### config.mk
export PLATFORM = sky130hd
export DESIGN_NAME = fetch_branch_unit
export DESIGN_NICKNAME = d
export VERILOG_FILES = /design/src/rtl/fetch_branch_unit.sv
export SDC_FILE = /design/constraint.sdc
export NUM_CORES = 1
export LEC_CHECK = 0
export CAP_MARGIN = 40
export CORE_ASPECT_RATIO = 0.7
export CORE_MARGIN = 2
export CORE_UTILIZATION = 39
export CTS_CLUSTER_DIAMETER = 120
export DETAILED_ROUTE_END_ITERATION = 8
export PLACE_DENSITY = 0.78
export SETUP_SLACK_MARGIN = 0.05
export SYNTH_ARGS = -nofsm -noshare
export SYNTH_HDL_FRONTEND = slang
export SYNTH_SLANG_ARGS = --single-unit
export TNS_END_PERCENT = 1
### constraint.sdc
create_clock -name clk -period 3.84 [get_ports clk]
set_input_delay 0.768 -clock clk [delete_from_list [all_inputs] [get_ports clk]]
set_output_delay 0.768 -clock clk [all_outputs]
set_load 0.01 [all_outputs]
### src/rtl/fetch_branch_unit.sv
// rtl/fetch_branch_unit.sv - PC, branch resolution and instruction fetch stage
// Optional feature macro: FETCH_STATS_EN enables the taken/squash statistics counters.
module fetch_branch_unit #(
  parameter int                ADDR_W   = 32,
  parameter int                DATA_W   = 32,
  parameter logic [ADDR_W-1:0] RESET_PC = '0
) (
  input  logic              clk,
  input  logic              reset,
  input  logic              loadPC,
  input  logic [2:0]        BRANCH,
  input  logic [ADDR_W-1:0] imm,
  input  logic [DATA_W-1:0] rs_val,
  output logic              imem_req,
  output logic [ADDR_W-1:0] imem_addr,
  input  logic [DATA_W-1:0] imem_rdata,
  input  logic              imem_valid,
  output logic [ADDR_W-1:0] pc,
  output logic [DATA_W-1:0] ir,
  output logic [3:0]        op_code,
  output logic              ir_valid,
  output logic              br_taken,
  output logic [15:0]       taken_cnt,
  output logic [15:0]       squash_cnt
);

  localparam logic [2:0] BR_SEQ = 3'b000;
  localparam logic [2:0] BR_BR  = 3'b001;
  localparam logic [2:0] BR_BMI = 3'b010;
  localparam logic [2:0] BR_BPL = 3'b011;
  localparam logic [2:0] BR_BZ  = 3'b100;
  localparam logic [2:0] BR_JR  = 3'b101;

  localparam logic [ADDR_W-1:0] PC_ONE  = {{(ADDR_W-1){1'b0}}, 1'b1};
  // Reset IR decodes as NOP so control sees a harmless opcode before the first fetch.
  localparam logic [DATA_W-1:0] IR_NOP  = {4'hE, {(DATA_W-4){1'b0}}};

  typedef enum logic [1:0] {
    S_REQ,
    S_HOLD,
    S_DRAIN
  } state_t;

  state_t            state;
  logic [ADDR_W-1:0] seq_pc;
  logic [ADDR_W-1:0] tgt_pc;
  logic [ADDR_W-1:0] next_pc;
  logic              take;
  logic              rs_neg;
  logic              rs_zero;

  assign imem_addr = pc;
  assign op_code   = ir[DATA_W-1 -: 4];

  // Resolve the branch selector into the next PC; take marks any non-sequential path.
  always_comb begin
    seq_pc  = pc + PC_ONE;
    tgt_pc  = pc + imm;
    rs_neg  = rs_val[DATA_W-1];
    rs_zero = (rs_val == '0);
    take    = 1'b0;
    next_pc = seq_pc;
    case (BRANCH)
      BR_SEQ: take = 1'b0;
      BR_BR:  take = 1'b1;
      BR_BMI: take = rs_neg;
      BR_BPL: take = ~rs_neg;
      BR_BZ:  take = rs_zero;
      default: take = 1'b0;
    endcase
    if (BRANCH == BR_JR) begin
      take    = 1'b1;
      next_pc = rs_val[ADDR_W-1:0];
    end else if (take) begin
      next_pc = tgt_pc;
    end
  end

  // Fetch FSM with registered request, IR and branch-taken pulse.
  always_ff @(posedge clk) begin
    if (reset) begin
      state    <= S_REQ;
      pc       <= RESET_PC;
      ir       <= IR_NOP;
      ir_valid <= 1'b0;
      imem_req <= 1'b0;
      br_taken <= 1'b0;
    end else begin
      br_taken <= 1'b0;
      if (loadPC) begin
        pc       <= next_pc;
        br_taken <= take;
      end
      case (state)
        S_REQ: begin
          if (!imem_req) begin
            // First cycle after reset: any imem_valid here belongs to an abandoned fetch.
            imem_req <= 1'b1;
          end else if (loadPC) begin
            if (imem_valid) begin
              // Response and retarget together: drop the word, re-request at the new pc.
              state <= S_REQ;
            end else begin
              // Outstanding request must still be answered; swallow it in DRAIN.
              imem_req <= 1'b0;
              state    <= S_DRAIN;
            end
          end else if (imem_valid) begin
            ir       <= imem_rdata;
            ir_valid <= 1'b1;
            imem_req <= 1'b0;
            state    <= S_HOLD;
          end
        end
        S_HOLD: begin
          if (loadPC) begin
            ir_valid <= 1'b0;
            imem_req <= 1'b1;
            state    <= S_REQ;
          end
        end
        S_DRAIN: begin
          if (imem_valid) begin
            imem_req <= 1'b1;
            state    <= S_REQ;
          end
        end
        default: begin
          imem_req <= 1'b0;
          state    <= S_REQ;
        end
      endcase
    end
  end

`ifdef FETCH_STATS_EN
  logic taken_evt;
  logic squash_evt;

  assign taken_evt  = loadPC & take;
  assign squash_evt = loadPC & imem_req & (state == S_REQ);

  // Saturating statistics counters for taken branches and squashed fetches.
  always_ff @(posedge clk) begin
    if (reset) begin
      taken_cnt  <= 16'h0000;
      squash_cnt <= 16'h0000;
    end else begin
      if (taken_evt && (taken_cnt != 16'hFFFF)) begin
        taken_cnt <= taken_cnt + 16'h0001;
      end
      if (squash_evt && (squash_cnt != 16'hFFFF)) begin
        squash_cnt <= squash_cnt + 16'h0001;
      end
    end
  end
`else
  assign taken_cnt  = 16'h0000;
  assign squash_cnt = 16'h0000;
`endif

endmodule

* Word level (Yosys, flattened, before mapping) *
Index checks and enable logic that the tools add are counted.

word-level totals
  register bits after elaboration = 69
  ROM bits = 0
  bits in writable memories = 0
  bits in latches = 0
  output and inout bits = 135
  word-level logic and storage cells = 53
  memories = 0
  bits of input ports = 103

operators by class
  $add $sub $neg = 2
  multipliers = 0
  div/mod/pow operators = 0
  magnitude comparators = 0
  bitwise operators = 2
  reductions and logical operators = 8
  shift-type cells = 0
  mux-type cells = 22
  eq/ne operators = 13

operators by type and width
  kind                                                  number
  two-way mux 32 bit                                    2
  adder 32 x 1 -> 32 bit (second input constant)        1
  adder 32 bit                                          1
  zero test 32 bit                                      1
  two-way mux 2 bit                                     6
  two-way mux 1 bit                                     10
  inequality test 2 bit (second input constant)         5
  AND reduction 4 bit                                   2
  equality test 3 x 2 -> 1 bit (second input constant)  2
  equality test 3 bit (second input constant)           2
  case mux 2 bit (3 select lines)                       1
  AND reduction 5 bit                                   1
  case mux 1 bit (4 select lines)                       1
  equality test 3 x 1 -> 1 bit (second input constant)  1
  inequality test 3 bit (second input constant)         1
  case mux 1 bit (3 select lines)                       1
  equality test 2 x 1 -> 1 bit (second input constant)  1
  equality test 2 bit (second input constant)           1
  zero test 2 bit                                       1
  inverter 1 bit                                        2
  case mux 1 bit (2 select lines)                       1
  AND reduction 2 bit                                   1
  nonzero test 2 bit                                    1
  OR reduction 2 bit                                    1

* Logic depth before layout (Yosys ltp) *
Gate-level depths: netlist of run 1.

  depth in word-level cells = 4
  gate-level depth with buffers = 15
  gate-level depth less buffers = 14

* Worst setup path before layout of run 1 *
No wires, ideal clock.

  kind = input to register
  start point = in rs_val[2]
  end point = reg pc[28] (netlist: imem_addr[28])
  slack = -0.149 ns
  buffers on the path = 2
  setup time = 0.091 ns
  cell stages on the path = 14
  required time = 3.749 ns
  data arrival time = 3.898 ns
  path through = nor4_1 -> nand4_1 -> o32ai_1 -> clkbuf_1 -> and2_1 -> ha_1 -> buf_4 -> a211oi_2 -> o21ai_1 -> a221oi_2 -> a211oi_2 -> o31ai_1 -> mux2_1 -> a311oi_1

between the ends
  word-level cells in the longest chain between the ends = 4

RTL lines
  what                             line  RTL
  start: declaration               13    input logic [DATA_W-1:0] rs_val,
  zero test 32 bit                 60    rs_zero = (rs_val == '0);
  case mux 1 bit (4 select lines)  63    case (BRANCH)
  two-way mux 32 bit               74    end else if (take) begin
  two-way mux 32 bit               71    if (BRANCH == BR_JR) begin
  end signal: assignment           91    pc <= next_pc;
  end: declaration                 18    output logic [ADDR_W-1:0] pc,

No other way between the ends.
A chain may end at the register's enable or synchronous reset.

* Worst setup path after layout of run 1 *
  start point = in rs_val[6]
  end point = reg pc[28] (netlist: imem_addr[28])

Same word-level chain as after synthesis.

==> results of run 1 <==
[sequential cells by signal, indices dropped and copies added, names as in the netlist]
signal	cells
imem_addr	32
ir	32
state	2
br_taken	1
imem_req	1
ir_valid	1
[report_power, final]
group          switching [mW]  leakage [nW]  total, mW  internal (mW)
combinational           0.451          3.01      0.972          0.521
clock                   0.335         0.132      0.807          0.473
sequential             0.0644         0.564      0.842          0.778
total                   0.850          3.71       2.62           1.77
[metal layers]
metal  up-vias  track usage, %
met4         0           5.882
met5         -               0
met3        20           5.061
li1       2914               -
met2       258           39.12
met1      2793           36.04
[logic make-up after synthesis]
group,Yosys count
and+or+nand+nor,261
AOI/OAI and AO/OA,187
buffers and inverters,115
DFF,69
adders and majority gates,38
xor gates and xnor gates,27
muxes,3
other,1
[repair_timing]
item	CTS	global route
setup endpoints to repair	26	25
resized for setup	121	77
pin swaps	41	36
buffers inserted	11	2
hold buffers	0	0
gates cloned	1	0
[layout by cell type, fill, tap and decap left out, types with 13 or more instances in the layout]
master	count
sky130_fd_sc_hd__clkdlybuf4s50_1	168
sky130_fd_sc_hd__buf_4	129
sky130_fd_sc_hd__nand2_1	116
sky130_fd_sc_hd__a21oi_1	73
sky130_fd_sc_hd__dfxtp_1	69
sky130_fd_sc_hd__nor2_1	40
sky130_fd_sc_hd__conb_1	32
sky130_fd_sc_hd__and2_1	27
sky130_fd_sc_hd__ha_1	25
sky130_fd_sc_hd__a21o_1	18
sky130_fd_sc_hd__xnor2_1	14
sky130_fd_sc_hd__buf_6	13
[worst min path at each step]
stage / from / to / slack [ns] / cells after the start
final: ir[27] / ir[27] / 0.45 / 2
after floorplan: state[1] / state[1] / 0.48 / 2
after global routing: ir[22] / ir[22] / 0.47 / 2
after global placement: ir[16] / ir[16] / 0.44 / 2
after detailed placement: ir[22] / ir[22] / 0.45 / 2
after CTS: ir[16] / ir[16] / 0.45 / 2
[cell type report]
cell class | instances | area (um^2) | share of cell area [%]
multi-input cells | 548 | 3829 | 43.56
repair buffers | 342 | 3030 | 34.48
flip-flops and latches | 69 | 1381 | 15.72
clock buffers | 13 | 260.3 | 2.961
well taps | 185 | 231.5 | 2.634
inverters | 7 | 33.78 | 0.3844
clock inverters | 3 | 20.02 | 0.2278
diodes | 1 | 2.502 | 0.02847
[tightest hold or removal path: cells and delay by family (launching register included)]
kind               cells  cell delay (ns)
DFF                    1             0.30
and+or+nand+nor        1             0.05
AOI/OAI and AO/OA      1             0.05
==> results list, run 1 <==
* Result of the run: finished with violations
* Violated checks: setup timing
* Final Max Slew Viols: 0
- From left edge to right edge, the die measures 144.1 um.
* Standard cell with the maximum stage delay on the critical path: sky130_fd_sc_hd__mux2_1
- In the final routing, the length of wire on met1 measures 8867 um.
- Die Height: 102.0 um
* Prevailing post-synth register cell: sky130_fd_sc_hd__dfxtp_1
* Proportion of layout cells with a drive suffix above 1: 26.17%
- In the global route stage, overall resource usage came out at 25.16%.
- The first global-routing pass estimated 29040 um of wire.
- The final critical path takes up 100.7% of the cycle.
* Vias in the first global route: 5661
* Highest metal layer used by the detailed router: met4
- By area, the combinational part of the netlist is dominated by simple AND/OR/NAND/NOR gates.
- Reg clk slew, reported paths: 0.06 ns
* Maximum buffer depth of the clock tree: 2
- FF-to-FF setup slack: 1.27 ns
- The congestion estimate from routability-driven global placement came to 0.9157.
- Clock insertion delay at the later pin of the skew report: 0.34 ns
- After synthesis, the largest area contributor takes up 25.79% of total cell area.
* Family of cells with the greatest summed delay on the critical path: compound AO/OA/AOI/OAI gates
- Summing the sequential cell areas from Yosys gives 25.79% of the chip area.
- Wire segments on met2 add up to 8789 um in the final route.
- Setup violations remaining at the end of the flow were counted as 2.
- The area growth from synthesis to layout is 64.11%.
* Overall Power: 2.621 mW
* Worst Reg-to-Reg Cells: 10
- In the routed layout, each cell is associated on average with a via count of 5.124.
- VDD sags by at most 0.0002132 V.
- Hold Slack: 0.4508 ns
- Starting density of the core: 40.36%
* Filler Cells Inserted: 1085
- Worst-Margin Slew: 0.7553 ns
* Number of nets in the layout: 1118
- DRC: 0
- Asr flop ratio synth: 0%
- Area share of and/or/nand/nor cells after synthesis: 22.87%
* DRT Pass-1 Iters: 5
- Synthesized-area fraction occupied by adder cells: 9.019%
* Number of failing hold endpoints at the final stage: 0
* Post-synth top area cell: sky130_fd_sc_hd__dfxtp_1
- Ordered list of cells on the worst path: buf_8 > nor4_4 > buf_4 > nand4_1 > o32ai_4 > buf_6 > buf_6 > and2_4 > ha_4 > a211oi_4 > o21ai_2 > a221oi_2 > buf_4 > a211oi_2 > o31ai_1 > mux2_1 > a311oi_1
- Minimum setup slack after placement: -0.7926 ns
- Die Outline Area: 0.01470 mm^2
- Leading cell type by number of instances after synthesis: sky130_fd_sc_hd__nand2_1
- Measured on the finished design, the core utilization comes to 66.23%.
- Post-route minimum period: 3.868 ns
- Once routing completed, OpenROAD measured the worst setup slack at -0.02790 ns.
* Detailed router's first-iteration violation count: 457
* Post-route setup TNS: -0.03228 ns
* Endpoint of the most critical register-to-register path: imem_addr[28]
* DPL Wire Length: 13900 um
- Together, buffers and inverters on the worst path number 5.
* Area of the mapped netlist: 0.005355 mm^2
- Boundary Pins: 238
* Synth Area per Inst: 7.639 um^2
* CP endpoint: imem_addr[28]
* Port Buffers: 205
- The critical path runs through a total of 17 cells.
* Unrepaired setup endpoints after global routing: yes
* Final standard cell area without fillers: 0.008788 mm^2
- In this run, CTS created clock tree buffers numbering 9.
- Worst setup path startpoint: rs_val[6]
- Clock Root Buffer: sky130_fd_sc_hd__clkbuf_16
- Length of routed met3 wiring: 1494 um
* Max cap viols: 0
- Compound-cell area share of the yosys netlist: 22.80%
- Post-route clock skew: 0.009849 ns
- Total power divided by cell area: 298.3 mW/mm^2
* Rel. slew slack: 49.65%
- Post-synthesis sequential element count: 69
* Leakage power figure: 3.707 nW
- Worst Hold Class: flip-flop to flip-flop
- The worst setup path is launched from a primary input.
- Number of warnings printed during yosys synthesis: 0
- After synthesis, the share of cell area in mux cells is 0.5841%.
* Leading cell types by total area after synthesis: sky130_fd_sc_hd__dfxtp_1, sky130_fd_sc_hd__buf_4, sky130_fd_sc_hd__ha_1
- For this block, the routed nets add up to 19390 um of wire.
* Number of enable-type register cells in the synthesized netlist: 0
- The synthesized netlist devotes 4.416% of its cell area to XOR and XNOR gates.
- TritonCTS built the clock tree.
- The number of placed instances, taps included, is 1137.
- The worst setup path is of the primary input to flip-flop kind.
- Biggest fanout along the worst timing path: 7
* Core Box Area: 0.01327 mm^2
- FP Rows: 35
- Instance area at placement: 0.007960 mm^2
* Post-Layout Cell Count: 1168
- Number of antenna violations at the first check in global routing: 0
* Largest net degree at the start of global routing: 66
- Required time of the critical path: 4.09 ns
* Kind of capture point of the worst setup path: flip-flop
- Derived from the worst setup path, the maximum achievable clock frequency is 258.5 MHz.
- Detailed routing inserted a total of 5985 vias.
* Average routed wire per standard cell: 16.60 um
- Count of distinct cell types in the synthesized netlist: 69
- The count of nets left with antenna violations once routing finished came out at 0.
* Leftover overflow at the end of global routing: 0
* Clock sink count: 69
- At the worst endpoint, the arrival time is 4.12 ns.
* Leading post-synthesis cells by instance count: sky130_fd_sc_hd__nand2_1, sky130_fd_sc_hd__a21oi_1, sky130_fd_sc_hd__buf_4
- On the worst path, the slowest cell contributes a delay of 0.35 ns.
- Reg2Reg Launch Point: imem_addr[0]
* Synthesized netlist cell count: 701
- Number of H-tree levels: 3
(Power assumes the default switching activity.)
==> run 2, diff against run 1 <==
- GPL_ROUTABILITY_DRIVEN: not set -> 0
- PLACE_DENSITY: 0.78 -> 0.88
==> results list, run 2 (same netlist as run 1, synthesis figures left out) <==
- Entering global routing, the biggest net connects 66 pins.
* Rel. slew slack: 51.03%
- Once detail routing completed, the nets flagged for antenna violations numbered 0.
* DRT Pass-1 Iters: 6
* Boundary Pins: 238
- The checks that failed: setup timing.
- Required time of the critical path: 4.03 ns
- After floorplanning, the core was sized to cover 0.01327 mm^2.
- Average routed wire per standard cell: 17.30 um
- VDD sags by at most 0.0002354 V.
- At the later pin of the worst-skew pair, clock insertion delay measures 0.33 ns.
- The clock passes through at most 2 buffers.
- Dividing the detail-routed via count by the number of cells gives 5.286.
- Static timing analysis puts the maximum clock frequency at 249.1 MHz.
- Instance count along the most critical hold path: 2
- Max cap viols: 0
* Post-layout worst setup margin: -0.1743 ns
- Number of nets in the layout: 1102
- In this run the static leakage power is 3.619 nW.
- The tree is rooted in a sky130_fd_sc_hd__clkbuf_16.
- Setup violations, final: 5
* Result of the run: finished with violations
- Setup total negative slack on the finished layout was measured at -0.4130 ns.
* Worst Hold Class: flip-flop to flip-flop
- Number of antenna violations at the first check in global routing: 0
- Period utilization: 104.5%
- Die Height: 102.0 um
- Timing analysis after detailed placement gives a worst setup slack of -0.8952 ns.
- The die covers 0.01470 mm^2.
- Number of failing hold endpoints at the final stage: 0
* Critical path arrival: 4.21 ns
* Final Max Slew Viols: 0
- After global routing the overflow that remains totals 0.
- DRC: 0
- Of all nets on the critical path, the largest fanout is 6.
- Unrepaired setup endpoints after global routing: yes
- Clock tree from TritonCTS: yes
- Kind of capture point of the worst setup path: flip-flop
* Type of the worst setup path: primary input to flip-flop
* Vias in the first global route: 5774
- Setup slack on the worst reg-to-reg path comes out at 1.22 ns.
- From left edge to right edge, the die measures 144.1 um.
- Post-route clock skew: 0.008616 ns
- Post-route minimum period: 4.014 ns
- For this design the ratio of total power to cell area is 311.5 mW/mm^2.
- Number of H-tree levels: 3
- After clock tree synthesis, the clock-pin slew on the worst setup and hold paths is 0.06 ns.
- Inserted Clock Buffers: 9
- At the pin with the least slew margin, the transition time is 0.7346 ns.
* Aggregate global-route resource usage: 25.52%
* Total via count after detailed routing: 6089
* Area growth from synthesis to layout: 59.91%
* Worst Reg-to-Reg Cells: 10
- The worst setup path is launched from a primary input.
* DPL Wire Length: 14100 um
- Detailed router's first-iteration violation count: 668
- Overall routed net length: 19930 um
- Leaving out fill and tap cells, the most frequent cell in the layout is sky130_fd_sc_hd__clkdlybuf4s50_1.
- The first global-routing pass estimated 29770 um of wire.
- Proportion of layout cells with a drive suffix above 1: 23.81%
* Most frequent cells in the layout: sky130_fd_sc_hd__clkdlybuf4s50_1, sky130_fd_sc_hd__nand2_1, sky130_fd_sc_hd__buf_4, sky130_fd_sc_hd__a21oi_1, sky130_fd_sc_hd__dfxtp_1
- For this configuration, the core starts out at a cell density of 40.36%.
* Clock sink count: 69
- FP Rows: 35
- Port Buffers: 205
run 2: cell types whose count changed in the layout (fill, tap and decap cells not counted), sizes merged:
cell           before  now
clkbuf             24   17
bufinv              0    1
clkdlybuf4s50     168  169
clkdlybuf4s15       5    8
inv                 7    8
buf               150  133
dlymetal6s2s        2    3
clkinvlp            2    3
run 2: final timing paths:
check | start | endpoint
hold / removal | ir[19] | ir[19]
hold reg to reg | ir[19] | ir[19]
setup reg to reg | imem_addr[15] | imem_addr[30]
setup / recovery | rs_val[7] | imem_addr[30]
run 2: critical path: stages:
cell and delay, ns:
sky130_fd_sc_hd__clkdlybuf4s50_1 0.46, sky130_fd_sc_hd__nor2_4 0.16, sky130_fd_sc_hd__nand3_2 0.11, sky130_fd_sc_hd__o32ai_4 0.33
sky130_fd_sc_hd__buf_6 0.16, sky130_fd_sc_hd__buf_6 0.12, sky130_fd_sc_hd__and2_4 0.15, sky130_fd_sc_hd__ha_4 0.20
sky130_fd_sc_hd__a211oi_2 0.25, sky130_fd_sc_hd__o21bai_2 0.13, sky130_fd_sc_hd__a221oi_2 0.30, sky130_fd_sc_hd__buf_4 0.20
sky130_fd_sc_hd__nor3b_4 0.19, sky130_fd_sc_hd__a21oi_2 0.10, sky130_fd_sc_hd__a221oi_2 0.31, sky130_fd_sc_hd__xor2_1 0.18
sky130_fd_sc_hd__o22ai_1 0.08
run 2: power by group:
group | switching [mW] | total [mW] | internal [mW]
clock | 0.355 | 0.880 | 0.525
sequential | 0.0646 | 0.842 | 0.778
combinational | 0.449 | 0.946 | 0.497
total | 0.868 | 2.67 | 1.80
run 2: what timing repair did:
item                       CTS  global route
buffers inserted             2             5
hold buffers                 0             0
gates cloned                 1             0
pin swaps                   30            32
gates resized for setup    113            54
setup endpoints to repair   27            25
run 2: layout make-up:
class                           count  area (um^2)
Antenna cell                        1        2.502
Clock buffer                       10        239.0
Clock inverter                      6        70.07
Fill cell                        1072         4706
Inverter                            7        33.78
Multi-Input combinational cell    548         3704
Sequential cell                    69         1381
Tap cell                          185        231.5
Timing Repair Buffer              326         2902
run 2: layer usage:
| layer | global-route usage [%] | up-vias | share of wire, % | wire length (um) |
|---|---|---|---|---|
| met5 | 0 | - | 0 | 0 |
| met4 | 7.994 | 0 | 2.6 | 519 |
| met3 | 5.436 | 46 | 8.7 | 1725 |
| met2 | 40.70 | 326 | 47 | 9297 |
| met1 | 34.78 | 2841 | 42 | 8384 |
| li1 | - | 2876 | - | - |
run 2: per-stage QoR:
step | hold WS [ns] | util (%) | power [mW] | instances | cell area (um^2)
floorplan | 0.4785 | - | 1.334 | 732 | 5510
detailed placement | 0.4482 | 59.42 | 1.735 | 1127 | 7885
CTS | 0.4545 | 63.10 | 2.627 | 1146 | 8373
finish | 0.4537 | 64.54 | 2.668 | 1152 | 8563
global placement | 0.4411 | 59.42 | 1.715 | 1127 | 7885
global route | 0.4752 | 64.52 | 2.785 | 1151 | 8561
==> run 3, diff against run 2 <==
- SLEW_MARGIN: not set -> 20
==> results of run 3 <==
Final layout, timing and power as in run 2 (identical DEF).
